## config.mk

```make
export PLATFORM = sky130hd
export DESIGN_NAME = golomb_exp_codeword_gen
export DESIGN_NICKNAME = d
export VERILOG_FILES = /design/src/rtl/golomb_exp_codeword_gen.sv
export SDC_FILE = /design/constraint.sdc
export NUM_CORES = 1
export LEC_CHECK = 0
export ABC_AREA = 1
export CORE_UTILIZATION = 40
export CTS_BUF_LIST = sky130_fd_sc_hd__clkbuf_4
export CTS_CLUSTER_DIAMETER = 150
export DETAILED_ROUTE_END_ITERATION = 7
export SETUP_SLACK_MARGIN = 0.2
export SLEW_MARGIN = 20
export SYNTH_ARGS = -nofsm -noshare
export SYNTH_HDL_FRONTEND = slang
export SYNTH_SLANG_ARGS = --single-unit
```

## constraint.sdc

```tcl
create_clock -name clk -period 6.9 [get_ports clk]
set_clock_uncertainty 0.1 [all_clocks]
set_input_delay 1.38 -clock clk [delete_from_list [all_inputs] [get_ports clk]]
set_output_delay 1.38 -clock clk [all_outputs]
set_load 0.01 [all_outputs]
```

## src/rtl/golomb_exp_codeword_gen.sv

```systemverilog
// -----------------------------------------------------------------------------
// golomb_exp_codeword_gen
//
// ProRes hybrid VLC codeword generator for the slice entropy path. Each input
// beat carries one coefficient magnitude plus its codebook parameters. It is
// encoded with Rice below the switch point and exp-Golomb at or above it. An
// AC sign bit can optionally be appended. The result is a right-aligned
// codeword plus its length, which goes to the bitstream packer.
//
// Ports
//   clk, reset_n        rising-edge clock, asynchronous active-low reset
//   in_valid/in_ready   input handshake
//   in_start/in_end     slice framing, carried alongside the beat
//   in_val              unsigned magnitude to encode
//   in_rice_k           Rice order
//   in_exp_k            exp-Golomb order
//   in_switch_bits      last Rice quotient (switch point)
//   in_sign_en/in_sign  append sign bit (1 = negative)
//   out_valid/out_ready output handshake
//   out_start/out_end   framing aligned with the output beat
//   out_codeword        LSB-aligned codeword, zero when the beat overflows
//   out_len             true codeword length in bits
//   out_overflow        length of this beat exceeds CW_W
//   err_sticky          latched overflow indication
//   err_clear           synchronous clear of err_sticky (a new overflow wins)
//
// Handshake: a beat transfers on any edge where valid & ready are both high.
// A producer holds its valid and payload until that happens. Each of the
// three stages loads when it is empty, or when its current content moves on
// in the same cycle. Ready therefore ripples combinationally back from
// out_ready. While out_valid is high and out_ready is low, every out_* is held.
// -----------------------------------------------------------------------------
module golomb_exp_codeword_gen #(
    parameter int VAL_W = 16,
    parameter int CW_W  = 32,
    parameter int LEN_W = 7
) (
    input  logic             clk,
    input  logic             reset_n,
    input  logic             in_valid,
    output logic             in_ready,
    input  logic             in_start,
    input  logic             in_end,
    input  logic [VAL_W-1:0] in_val,
    input  logic [2:0]       in_rice_k,
    input  logic [2:0]       in_exp_k,
    input  logic [1:0]       in_switch_bits,
    input  logic             in_sign_en,
    input  logic             in_sign,
    output logic             out_valid,
    input  logic             out_ready,
    output logic             out_start,
    output logic             out_end,
    output logic [CW_W-1:0]  out_codeword,
    output logic [LEN_W-1:0] out_len,
    output logic             out_overflow,
    output logic             err_sticky,
    input  logic             err_clear
);

    // Position of the highest set bit; zero for a zero input.
    function automatic logic [LEN_W-1:0] msb_index(input logic [VAL_W:0] v);
        msb_index = '0;
        for (int i = 0; i <= VAL_W; i++) begin
            if (v[i]) msb_index = LEN_W'(i);
        end
    endfunction

    // ---------------- stage occupancy and ready chain ----------------
    logic s1_full, s2_full, s3_full;
    logic s1_ready, s2_ready, s3_ready;

    assign s3_ready  = !s3_full || out_ready;
    assign s2_ready  = !s2_full || s3_ready;
    assign s1_ready  = !s1_full || s2_ready;
    assign in_ready  = s1_ready;
    assign out_valid = s3_full;

    logic s1_load, s2_load, s3_load;
    assign s1_load = in_valid && s1_ready;
    assign s2_load = s1_full && s2_ready;
    assign s3_load = s2_full && s3_ready;

    always_ff @(posedge clk or negedge reset_n) begin
        if (!reset_n) begin
            s1_full <= 1'b0;
            s2_full <= 1'b0;
            s3_full <= 1'b0;
        end else begin
            if (s1_ready) s1_full <= in_valid;
            if (s2_ready) s2_full <= s1_full;
            if (s3_ready) s3_full <= s2_full;
        end
    end

    // ---------------- S1: capture, first_exp, branch select ----------------
    logic [VAL_W:0] sw_plus_one_c;
    logic [VAL_W:0] first_exp_c;
    logic           is_exp_c;

    assign sw_plus_one_c = (VAL_W+1)'(in_switch_bits) + (VAL_W+1)'(1);
    assign first_exp_c   = sw_plus_one_c << in_rice_k;
    assign is_exp_c      = {1'b0, in_val} >= first_exp_c;

    logic [VAL_W-1:0] s1_val;
    logic [VAL_W:0]   s1_first_exp;
    logic             s1_is_exp;
    logic [2:0]       s1_rice_k, s1_exp_k;
    logic [1:0]       s1_switch;
    logic             s1_sign_en, s1_sign, s1_start, s1_end;

    always_ff @(posedge clk or negedge reset_n) begin
        if (!reset_n) begin
            s1_val       <= '0;
            s1_first_exp <= '0;
            s1_is_exp    <= 1'b0;
            s1_rice_k    <= '0;
            s1_exp_k     <= '0;
            s1_switch    <= '0;
            s1_sign_en   <= 1'b0;
            s1_sign      <= 1'b0;
            s1_start     <= 1'b0;
            s1_end       <= 1'b0;
        end else if (s1_load) begin
            s1_val       <= in_val;
            s1_first_exp <= first_exp_c;
            s1_is_exp    <= is_exp_c;
            s1_rice_k    <= in_rice_k;
            s1_exp_k     <= in_exp_k;
            s1_switch    <= in_switch_bits;
            s1_sign_en   <= in_sign_en;
            s1_sign      <= in_sign;
            s1_start     <= in_start;
            s1_end       <= in_end;
        end
    end

    // ---------------- S2: v', leading-one detect, Rice fields ----------------
    // v' only matters on the exp branch, where val >= first_exp, so the
    // subtraction cannot wrap there.
    logic [VAL_W:0]   vp_c;
    logic [LEN_W-1:0] e_c;
    logic [LEN_W-1:0] exp_len_c;
    logic [VAL_W-1:0] rice_q_c;
    logic [LEN_W-1:0] rice_len_c;
    logic [CW_W-1:0]  one_k_c;
    logic [CW_W-1:0]  rice_cw_c;

    assign vp_c      = {1'b0, s1_val} - s1_first_exp + ((VAL_W+1)'(1) << s1_exp_k);
    assign e_c       = msb_index(vp_c);
    assign exp_len_c = (e_c - LEN_W'(s1_exp_k) + LEN_W'(s1_switch) + LEN_W'(1))
                     + (e_c + LEN_W'(1));

    // On the Rice branch the quotient is at most 3, so narrowing it is safe.
    assign rice_q_c   = s1_val >> s1_rice_k;
    assign rice_len_c = LEN_W'(rice_q_c) + LEN_W'(1) + LEN_W'(s1_rice_k);
    assign one_k_c    = CW_W'(1) << s1_rice_k;
    assign rice_cw_c  = one_k_c | (CW_W'(s1_val) & (one_k_c - CW_W'(1)));

    logic [LEN_W-1:0] s2_len;
    logic [CW_W-1:0]  s2_cw;
    logic             s2_sign_en, s2_sign, s2_start, s2_end;

    always_ff @(posedge clk or negedge reset_n) begin
        if (!reset_n) begin
            s2_len     <= '0;
            s2_cw      <= '0;
            s2_sign_en <= 1'b0;
            s2_sign    <= 1'b0;
            s2_start   <= 1'b0;
            s2_end     <= 1'b0;
        end else if (s2_load) begin
            s2_len     <= s1_is_exp ? exp_len_c : rice_len_c;
            s2_cw      <= s1_is_exp ? CW_W'(vp_c) : rice_cw_c;
            s2_sign_en <= s1_sign_en;
            s2_sign    <= s1_sign;
            s2_start   <= s1_start;
            s2_end     <= s1_end;
        end
    end

    // ---------------- S3: sign, overflow, output register ----------------
    // The codeword MSB shifted out by the sign append can only be set when
    // the length already reaches CW_W, and that beat then overflows and
    // is zeroed anyway.
    logic [LEN_W-1:0] len_c;
    logic [CW_W-1:0]  cw_c;
    logic             ovf_c;

    assign len_c = s2_len + LEN_W'(s2_sign_en);
    assign cw_c  = s2_sign_en ? {s2_cw[CW_W-2:0], s2_sign} : s2_cw;
    assign ovf_c = len_c > LEN_W'(CW_W);

    always_ff @(posedge clk or negedge reset_n) begin
        if (!reset_n) begin
            out_codeword <= '0;
            out_len      <= '0;
            out_overflow <= 1'b0;
            out_start    <= 1'b0;
            out_end      <= 1'b0;
        end else if (s3_load) begin
            out_codeword <= ovf_c ? '0 : cw_c;
            out_len      <= len_c;
            out_overflow <= ovf_c;
            out_start    <= s2_start;
            out_end      <= s2_end;
        end
    end

    // A beat raises the flag once, as it enters the output register.
    always_ff @(posedge clk or negedge reset_n) begin
        if (!reset_n) begin
            err_sticky <= 1'b0;
        end else if (s3_load && ovf_c) begin
            err_sticky <= 1'b1;
        end else if (err_clear) begin
            err_sticky <= 1'b0;
        end
    end

endmodule

```

==> results of run 1 <==
-- synthesized netlist by cell type, types with 6 or more instances --
cell type    n
ha_1        42
mux2i_1      8
a31oi_1      7
o22ai_1      8
fa_1        10
xor2_1       6
dfrtp_1     99
o21ai_0    106
nand2_2      6
nor3_1       9
nor2_1      40
clkbuf_1    23
a21oi_1     34
inv_1      112
nand3_1     39
buf_4       14
nand2_1    234
-- final timing paths --
| path | slack [ns] | to |
|---|---|---|
| min reg2reg | 0.39 | out_end$_DFFE_PN0P_ |
| max | 2.17 | s2_len[5]$_DFFE_PN0P_ |
| max reg2reg | 2.17 | s2_len[5]$_DFFE_PN0P_ |
| max in group asynchronous | 4.85 | out_end$_DFFE_PN0P_ |
| min in group asynchronous | 0.74 | s2_sign$_DFFE_PN0P_ |
| min | 0.39 | out_end$_DFFE_PN0P_ |
-- metal layers --
layer	vias to the layer above	share of wire
li1	2917	-
met1	2554	0.50
met2	132	0.44
met3	20	0.041
met4	0	0.020
met5	-	0
-- final cells by class --
class | count | area (um2) | share of cell area
antenna | 1 | 2.502 | 0.0003319
clock buffer | 9 | 67.56 | 0.008961
multi-input combinational | 623 | 3530 | 0.4681
timing repair buffer | 68 | 665.6 | 0.08828
clock inverter | 7 | 91.34 | 0.01211
tap | 216 | 270.3 | 0.03584
inverter | 116 | 435.4 | 0.05775
sequential | 99 | 2477 | 0.3286
-- worst max-delay path, delay by kind of cell, from the launching register on --
| kind | cells | cell delay [ns] |
|---|---|---|
| adders and majority gates | 4 | 1.57 |
| and+or+nand+nor | 13 | 1.27 |
| AOI/OAI and AO/OA | 6 | 0.92 |
| DFF | 1 | 0.44 |
| buffers and inverters | 4 | 0.40 |
-- registers in the layout, indices dropped and copies added (netlist names), 2 cells and up --
name	count
out_len	7
s1_switch	2
s2_cw	17
s1_rice_k	3
s1_val	16
s1_exp_k	3
s2_len	7
s1_first_exp	10
out_codeword	18
-- through the flow --
step | utilization | std cells | total power [W]
6_report | 0.4712 | 1139 | 0.002702
4_1_cts | 0.4711 | 1138 | 0.002725
3_5_place_dp | 0.4611 | 1122 | 0.002371
3_3_place_gp | 0.4611 | 1122 | 0.002358
5_1_grt | 0.4712 | 1139 | 0.002974
2_1_floorplan | - | 879 | 0.001935
-- logic make-up (layout without fill, tap and decap cells) --
kind of cell | after synthesis | after routing | share of synthesized area
other | 1 | 15 | 0.0005672
AOI/OAI and AO/OA | 188 | 188 | 0.1629
and+or+nand+nor | 349 | 349 | 0.2214
DFF | 99 | 99 | 0.3747
muxes | 9 | 9 | 0.01382
xor gates and xnor gates | 11 | 11 | 0.01798
buffers and inverters | 157 | 200 | 0.09879
adders and majority gates | 52 | 52 | 0.1098
-- where the power goes --
group	internal [W]	switching (W)	leakage (nW)	total (W)
Clock	0.000121	0.000220	0.0840	0.000341
Combinational	0.000591	0.000859	2.35	0.00145
Sequential	0.000760	0.000150	1.23	0.000911
Total	0.00147	0.00123	3.66	0.00270
==> metrics.txt, run 1 <==
Max stage delay cell, worst path=fa_1; PostCTS Resize Cnt=0; Layout fillers=1,686; met1 Track Usage GR=0.2761; total number of vias=5,623; Synth top area share=0.3747; flops & latches, synth=just under 100; DP Worst Slack=between 2 and 2.5 ns; met3 global-route usage=0.02728; gr ovfl total=0; worst-skew pair later-pin latency=0.49 ns; Layout area overhead=14.04%; hold slack=0.3947 ns; Slew Limit Fails=0; crit path from=s1_exp_k[2]$_DFFE_PN0P_; worst hold path type=flip-flop to flip-flop; Die X=~130 um; most used routing layer=met2; pwr/cell area=~360 nW/um2; Hold Vio Cnt, Final=0; Synth async-reset ratio=1.000; Critical R2R Launch=s1_exp_k[2]$_DFFE_PN0P_; final wirelength=15,750 um; Arrival @ worst endpoint=approximately 5 ns; Main synth FF type=dfrtp_1; vias in the first global route=roughly 5,200; most common cell after layout, fill and taps aside=nand2_1; Final Cell Area=7540 um2; CTS Hold Bufs=0; Synth Cell Area=6611 um2; Post-synth EDFFs=0; VDD IR-drop max=0.1250 mV; Netlist cell types=48; maxcap violations=0; PortBufs=63; H-tree levels=3; initial DRC count=261; Hold Path Depth=2; die span in y=between 100 and 150 um; Placer Congestion=between 0.8 and 0.9; period utilization=0.6857; dominant cells by area after synthesis=dfrtp_1 (37%), nand2_1 (13%), o21ai_0 (8.0%); fin nets=1,002; worst-path maximum fanout=6; DR pass1 iterations=5; Initial Util=0.4132; TNS Setup=0 ns; highest clock rate=211.3 MHz; CP most frequent cell=nand2_1; area of the core=16,000 um2; Post-route DRC=0; post-route ant nets=0; Inserted Clock Buffers=9; Post-CTS Repair Setup Buffers=0; Syn Area/Cell=around 7.6 um2; maximum number of pins on one net before global-route repair=58; Clock Sinks=99; Worst Setup End Kind=flip-flop; highest cell delay on the worst timing path=0.50 ns; DP Wirelength=12,300 um; Wirelength per Cell=13.83 um; Post-Synthesis Cells=866; unrepaired setup endpoints after global routing=no; outcome=complete, no violations; Finish-stage setup viols=0; commonest cells after routing, fill and taps aside=nand2_1 (234), inv_1 (112), o21ai_0 (106), dfrtp_1 (99), clkdlybuf4s50_1 (62); CP startpoint kind=flip-flop; Post-DP Area=7378 um2; PnR worst setup slack=2.168 ns; Synthesis Warnings=0; register area share after synthesis=0.3747; clock root cell=clkbuf_4; Yosys top cell by area=dfrtp_1; GRT met2 Usage=0.3115; CTS Buffer Depth=2; GRT Total Usage=0.1978; Slew @ Worst Pin=0.8261 ns; WP data required=7.24 ns; Top-Level Pins=78; CTS tree=built; Worst-path clk slew=~0.17 ns; hold path start=s2_end$_DFFE_PN0P_; Site Rows=46; first-pass GRT wire length=between 20,000 and 30,000 um; leakage=3.659 nW; initial antenna violation count=1; die footprint=17,050 um2; DR vias/cell=4.937; Final Critical Period=4.732 ns; Slew HR=0.4493; r2r worst-path depth=27; share of cells above drive strength 1=0.05748; CP Class=flip-flop to flip-flop
Note: power is estimated with default switching activity, not from simulation.
==> run 2: changes to the inputs <==
==> constraint.sdc (replaced) <==
create_clock -name clk -period 4.1 [get_ports clk]
set_clock_uncertainty 0.1 [all_clocks]
set_input_delay 0.82 -clock clk [delete_from_list [all_inputs] [get_ports clk]]
set_output_delay 0.82 -clock clk [all_outputs]
set_load 0.01 [all_outputs]
==> run 2 against run 1 <==
Net effect: the run now ends with setup timing left; clock power is 82% higher; die area stayed put; global-route usage rose by 0.70 points; wire length up 6.2%; clock-buffer cell count stayed put; core utilization up 5.8 points; total power rose by 110%; critical path type unchanged.
==> metrics.txt, run 2 (synthesis results as in run 1) <==
Slew @ Worst Pin=0.7917 ns (-0.03439 ns); first-pass GRT wire length=26,920 um (+4.1%); PortBufs=63 (unchanged); unrepaired setup endpoints after global routing=yes; Clk pwr share=0.112 (-0.014); Non-Filler Instances=1,205 (+5.8%); clock root cell=clkbuf_4; final wirelength=16,730 um (+6.2%); Worst-path clk slew=0.18 ns (about the same); gr ovfl total=0 (unchanged); DR vias/cell=4.870 (-1.4%); share of cells above drive strength 1=0.1883 (+0.1308); Site Rows=46 (unchanged); maximum number of pins on one net before global-route repair=63 (+8.6%); CTS tree=built; Wirelength per Cell=13.88 um (+0.37%); highest clock rate=236.8 MHz (+12%); Arrival @ worst endpoint=4.56 ns (-0.51 ns); leakage=4.031 nW (+10%); Top Registers=out_codeword (18), s2_cw (17), s1_val (16); Largest register FFs=18 (unchanged); Inserted Clock Buffers=9 (unchanged); period utilization=1.030 (+0.3442); P_sw=0.002399 W (+95%); Slew HR=0.4722 (+0.02293); Finish-stage setup viols=3 (+3); H-tree levels=3 (unchanged); Logic pwr share=0.618 (+0.081); initial DRC count=267 (+2.3%); Slew Limit Fails=0 (unchanged); DP Wirelength=12,450 um (+1.2%); Top-Level Pins=78 (unchanged); maxcap violations=0 (unchanged); CTS Buffer Depth=2 (unchanged); WP data required=4.43 ns (-2.81 ns); failing checks=setup timing; total number of vias=5,868 (+4.4%); DR pass1 iterations=5 (unchanged); vias in the first global route=5,576 (+6.5%); worst-path maximum fanout=5 (-1); Internal=0.003153 W (+110%); PnR worst setup slack=-0.1230 ns (-2.291 ns); initial antenna violation count=1 (unchanged); worst-skew pair later-pin latency=0.49 ns (about the same); die span in y=130.6 um (unchanged); Final Critical Period=4.223 ns (-0.5087 ns); Max stage delay cell, worst path=fa_1; worst hold path type=primary input to async pin; Sw Ratio=0.4321 (-0.02306); highest cell delay on the worst timing path=0.49 ns (about the same); die footprint=17,050 um2 (unchanged); largest reg by FF count=out_codeword; CP startpoint kind=flip-flop; VDD IR-drop max=0.2280 mV (+82%); Seq pwr share=0.270 (-0.067); commonest cells after routing, fill and taps aside=nand2_1 (222), o21ai_0 (102), inv_1 (100), dfrtp_1 (98); Clock Sinks=99 (unchanged); most common cell after layout, fill and taps aside=nand2_1; Layout area overhead=28.05%; Initial Util=0.4132 (unchanged); CP Class=flip-flop to flip-flop; outcome=finished, violations left; Placed Cells incl. Taps=1,169 (+4.2%); fin nets=1,068 (+6.6%); Placer Congestion=0.8994 (+4.0%); GRT Total Usage=0.2048 (+0.006979); Hold Vio Cnt, Final=0 (unchanged); hold slack=0.3008 ns (-0.09381 ns); Worst Setup End Kind=flip-flop; post-route ant nets=0 (unchanged); Post-route DRC=0 (unchanged); Die X=130.6 um (unchanged); pwr/cell area=655.8 nW/um2 (+83%); CP most frequent cell=inv_2; area of the core=16,000 um2 (unchanged)
==> run 2: changes by cell type in the layout (fill, tap and decap cells not counted), moves of 10 or more <==
cell     previous run  this run
a21oi_1            34        24
ha_4                0        11
inv_2               2        13
buf_4               6        62
inv_1             112       100
ha_1               42        31
nand2_1           234       222
nand3_1            39        29
==> run 2: area by class of cell <==
type	instances	area, um2
tap	216	270.3
sequential	99	2479
inverter	116	437.9
clock inverter	7	103.9
fill	1590	7535
clock buffer	9	67.56
multi-input combinational	623	3897
timing repair buffer	134	1207
antenna	1	2.502
==> run 2: power by group through the flow <==
stage / clock network (W) / logic [W] / registers, W
detailed placement: 0 / 0.00286 / 0.00152
global route: 0.000675 / 0.00384 / 0.00154
global placement: 0 / 0.00284 / 0.00151
finish: 0.000620 / 0.00343 / 0.00150
floorplan: 0 / 0.00180 / 0.00152
CTS: 0.000640 / 0.00311 / 0.00149
==> run 2: repair_timing <==
item	4_1_cts	5_1_grt
hold buffers	0	0
pin swaps	28	43
resized for setup	35	47
gates cloned	0	0
buffers inserted	10	9
setup endpoints to repair	6	6
==> run 2: metrics by stage <==
stage                 util  instance area (um2)  total power (W)  setup slack, ns  TNS, ns
global placement    0.4878                 7805         0.004345          -0.1241  -0.2326
detailed placement  0.4878                 7805         0.004373          -0.1871  -0.3783
finish              0.5291                 8466         0.005552          -0.1230  -0.2296
global route        0.5291                 8466         0.006059          -0.4124   -1.485
floorplan                -                 6721         0.003317           0.1014        0
CTS                 0.5129                 8207         0.005240          0.02752        0
==> run 2: worst paths after layout <==
check | startpoint | endpoint | slack, ns | cells past startpoint
setup / recovery | s1_exp_k[1]$_DFFE_PN0P_ | s2_len[5]$_DFFE_PN0P_ | -0.12 | 27
hold / removal | reset_n | s1_full$_DFFE_PN0N_ | 0.30 | 1
setup reg to reg | s1_exp_k[1]$_DFFE_PN0P_ | s2_len[5]$_DFFE_PN0P_ | -0.12 | 27
hold reg to reg | s2_end$_DFFE_PN0P_ | out_end$_DFFE_PN0P_ | 0.39 | 2
max in group asynchronous | reset_n | s1_first_exp[8]$_DFFE_PN0P_ | 2.78 | 2
min in group clk | s2_end$_DFFE_PN0P_ | out_end$_DFFE_PN0P_ | 0.39 | 2
==> run 2: worst max-delay path: cells and delay by family (launching register included) <==
family,cells,cell delay (ns)
adders and majority gates,4,1.18
AOI/OAI and AO/OA,7,1.03
and+or+nand+nor,11,0.92
DFF,1,0.47
buffers and inverters,4,0.27
xor gates and xnor gates,1,0.20
==> run 2: per-layer routing <==
| metal | track usage | up-vias | part of all wire |
|---|---|---|---|
| li1 | - | 3035 | - |
| met1 | 0.2762 | 2684 | 0.49 |
| met2 | 0.3380 | 123 | 0.46 |
| met3 | 0.02606 | 26 | 0.033 |
| met4 | 0.07302 | 0 | 0.022 |
| met5 | 0 | - | 0 |
==> run 3: changes to the inputs <==
--- a/config.mk
+++ b/config.mk
@@ -6,10 +6,11 @@
 export NUM_CORES = 1
 export LEC_CHECK = 0
 export ABC_AREA = 1
-export CORE_UTILIZATION = 40
+export CORE_UTILIZATION = 53
 export CTS_BUF_LIST = sky130_fd_sc_hd__clkbuf_4
 export CTS_CLUSTER_DIAMETER = 150
 export DETAILED_ROUTE_END_ITERATION = 7
+export PLACE_DENSITY = 0.79
 export SETUP_SLACK_MARGIN = 0.2
 export SLEW_MARGIN = 20
 export SYNTH_ARGS = -nofsm -noshare
==> run 3 against run 2 <==
Net effect: the flow still finishes with violations (setup timing); largest cell class unchanged; core utilization up 16 points; register-to-register slack got worse by 0.14 ns; sequential power hardly changed; worst setup slack worse by 0.14 ns; non-clock buffer count down 11; largest power group unchanged.
==> metrics.txt, run 3 (synthesis results as in run 1) <==
highest clock rate=229.2 MHz (-3.2%); highest cell delay on the worst timing path=0.52 ns (+0.03 ns); Non-Filler Instances=1,145 (-5.0%); H-tree levels=3 (unchanged); Hold Vio Cnt, Final=0 (unchanged); Die X=113.7 um (-13%); Worst-path clk slew=0.18 ns (about the same); area of the core=12,060 um2 (-25%); Post-DP Area=7655 um2 (-1.9%); most common cell after layout, fill and taps aside=nand2_1; vias in the first global route=5,530 (-0.82%); Initial Util=0.5481 (+0.1349); Clock Sinks=99 (unchanged); total number of vias=6,054 (+3.2%); Wirelength per Cell=13.97 um (+0.67%); fin nets=1,057 (-1.0%); Post-route DRC=0 (unchanged); Top Registers=out_codeword (18), s2_cw (17), s1_val (16); CP startpoint kind=flip-flop; commonest cells after routing, fill and taps aside=nand2_1 (226), o21ai_0 (102), inv_1 (101), dfrtp_1 (97), clkdlybuf4s50_1 (62); Logic pwr share=0.626 (+0.008); Crit. path cell count=25 (-7.4%); first-pass GRT wire length=25,460 um (-5.4%); Layout area overhead=25.38%; Placer Congestion=0.9541 (+6.1%); post-route ant nets=0 (unchanged); DR pass1 iterations=5 (unchanged); worst-path maximum fanout=4 (-1); Largest register FFs=18 (unchanged); VDD IR-drop max=0.2585 mV (+13%); unrepaired setup endpoints after global routing=yes; maximum number of pins on one net before global-route repair=67 (+6.3%); TNS Setup=-0.6255 ns (-0.3959 ns); Seq pwr share=0.279 (+0.009); Inserted Clock Buffers=9 (unchanged); pwr/cell area=646.2 nW/um2 (-1.5%); Final Critical Period=4.363 ns (+0.1397 ns); Site Rows=40 (-13%); Max stage delay cell, worst path=fa_1; worst hold path type=primary input to async pin; WP data required=4.41 ns (-0.02 ns); outcome=finished, violations left; Placed Cells incl. Taps=1,109 (-5.1%); overall power consumption=0.005357 W (-3.5%); Top-Level Pins=78 (unchanged); Finish-stage setup viols=4 (+1); die footprint=12,930 um2 (-24%); Slew HR=0.4600 (-0.01226); CP Class=flip-flop to flip-flop; share of cells above drive strength 1=0.1730 (-0.01528); initial DRC count=583 (+120%); Slew Limit Fails=0 (unchanged); PortBufs=63 (unchanged); GRT Total Usage=0.2476 (+0.04275); DR vias/cell=5.287 (+8.6%); P_sw=0.002390 W (-0.37%); Final Cell Area=8289 um2 (-2.1%); clock root cell=clkbuf_4; final wirelength=16,000 um (-4.3%); CP most frequent cell=nand2_1; r2r worst-path depth=25 (-7.4%); delay-heaviest family, CP=adder cells; Clk pwr share=0.095 (-0.017); maxcap violations=0 (unchanged); leakage=3.953 nW (-1.9%); failing checks=setup timing; Sw Ratio=0.4462 (+0.01407); CTS tree=built; Arrival @ worst endpoint=4.68 ns (+0.12 ns); initial antenna violation count=0 (-1); Diodes inserted=0 (-1); largest reg by FF count=out_codeword; Slew @ Worst Pin=0.8101 ns (+0.01838 ns); worst-skew pair later-pin latency=0.47 ns (-0.02 ns); PnR worst setup slack=-0.2626 ns (-0.1397 ns); Worst Setup End Kind=flip-flop; Layout fillers=962 (-39%); Internal=0.002967 W (-5.9%); DP Wirelength=11,560 um (-7.1%); gr ovfl total=0 (unchanged); hold slack=0.3271 ns (+0.02629 ns); period utilization=1.064 (+0.03406); WP buf/inv=5 (+1); die span in y=113.7 um (-13%); CTS Buffer Depth=2 (unchanged)
## run 3: cell count changes in the layout (fill, tap and decap cells not counted), sizes merged
cell / change
inv: -1
clkinvlp: +1
clkinv: +2
diode: -1
bufinv: -2
buf: -11
## run 3: path summary, 6_finish.rpt
check	slack [ns]	from	end
hold / removal	0.33	reset_n	s1_exp_k[2]$_DFFE_PN0P_
setup reg to reg	-0.26	s1_exp_k[2]$_DFFE_PN0P_	s2_len[5]$_DFFE_PN0P_
min in group clk	0.39	s2_full$_DFFE_PN0P_	out_valid$_DFFE_PN0P_
hold reg to reg	0.39	s2_full$_DFFE_PN0P_	out_valid$_DFFE_PN0P_
setup / recovery	-0.26	s1_exp_k[2]$_DFFE_PN0P_	s2_len[5]$_DFFE_PN0P_
max in group asynchronous	2.63	reset_n	s1_rice_k[0]$_DFFE_PN0P_
## run 3: layer usage
layer  routed length [um]  vias to the layer above  global-route usage  part of all wire
met5                    0                        -                   0                 0
met1                 7357                     2773              0.3341              0.46
met3                  783                       35             0.03613             0.049
li1                     -                     3018                   -                 -
met4                  456                        0             0.08596             0.028
met2                 7404                      228              0.4085              0.46
## run 3: power by group through the flow
stage	sequential [W]	combinational (W)	clock, W
global route	0.00153	0.00371	0.000553
global placement	0.00150	0.00272	0
detailed placement	0.00151	0.00276	0
CTS	0.00149	0.00293	0.000517
finish	0.00150	0.00335	0.000507
floorplan	0.00152	0.00180	0
## run 3: what timing repair did
| item | CTS | global route |
|---|---|---|
| setup buffers | 10 | 10 |
| setup endpoints to repair | 6 | 6 |
| hold buffers | 0 | 0 |
| pin swaps | 16 | 39 |
| gates resized for setup | 24 | 53 |
## run 3: through the flow
step / utilization / setup slack (ns)
final: 0.6872 / -0.2626
after global routing: 0.6872 / -0.4604
after CTS: 0.6603 / -0.07545
after detailed placement: 0.6346 / -0.2659
after global placement: 0.6346 / -0.09825
after floorplan: - / 0.1014
## run 3: layout make-up
type,count,area [um2],share of cell area
clock buffer,9,67.56,0.008151
inverter,116,445.4,0.05374
timing repair buffer,123,1117,0.1348
clock inverter,7,68.82,0.008302
multi-input combinational,623,3900,0.4705
tap,168,210.2,0.02536
sequential,99,2480,0.2992
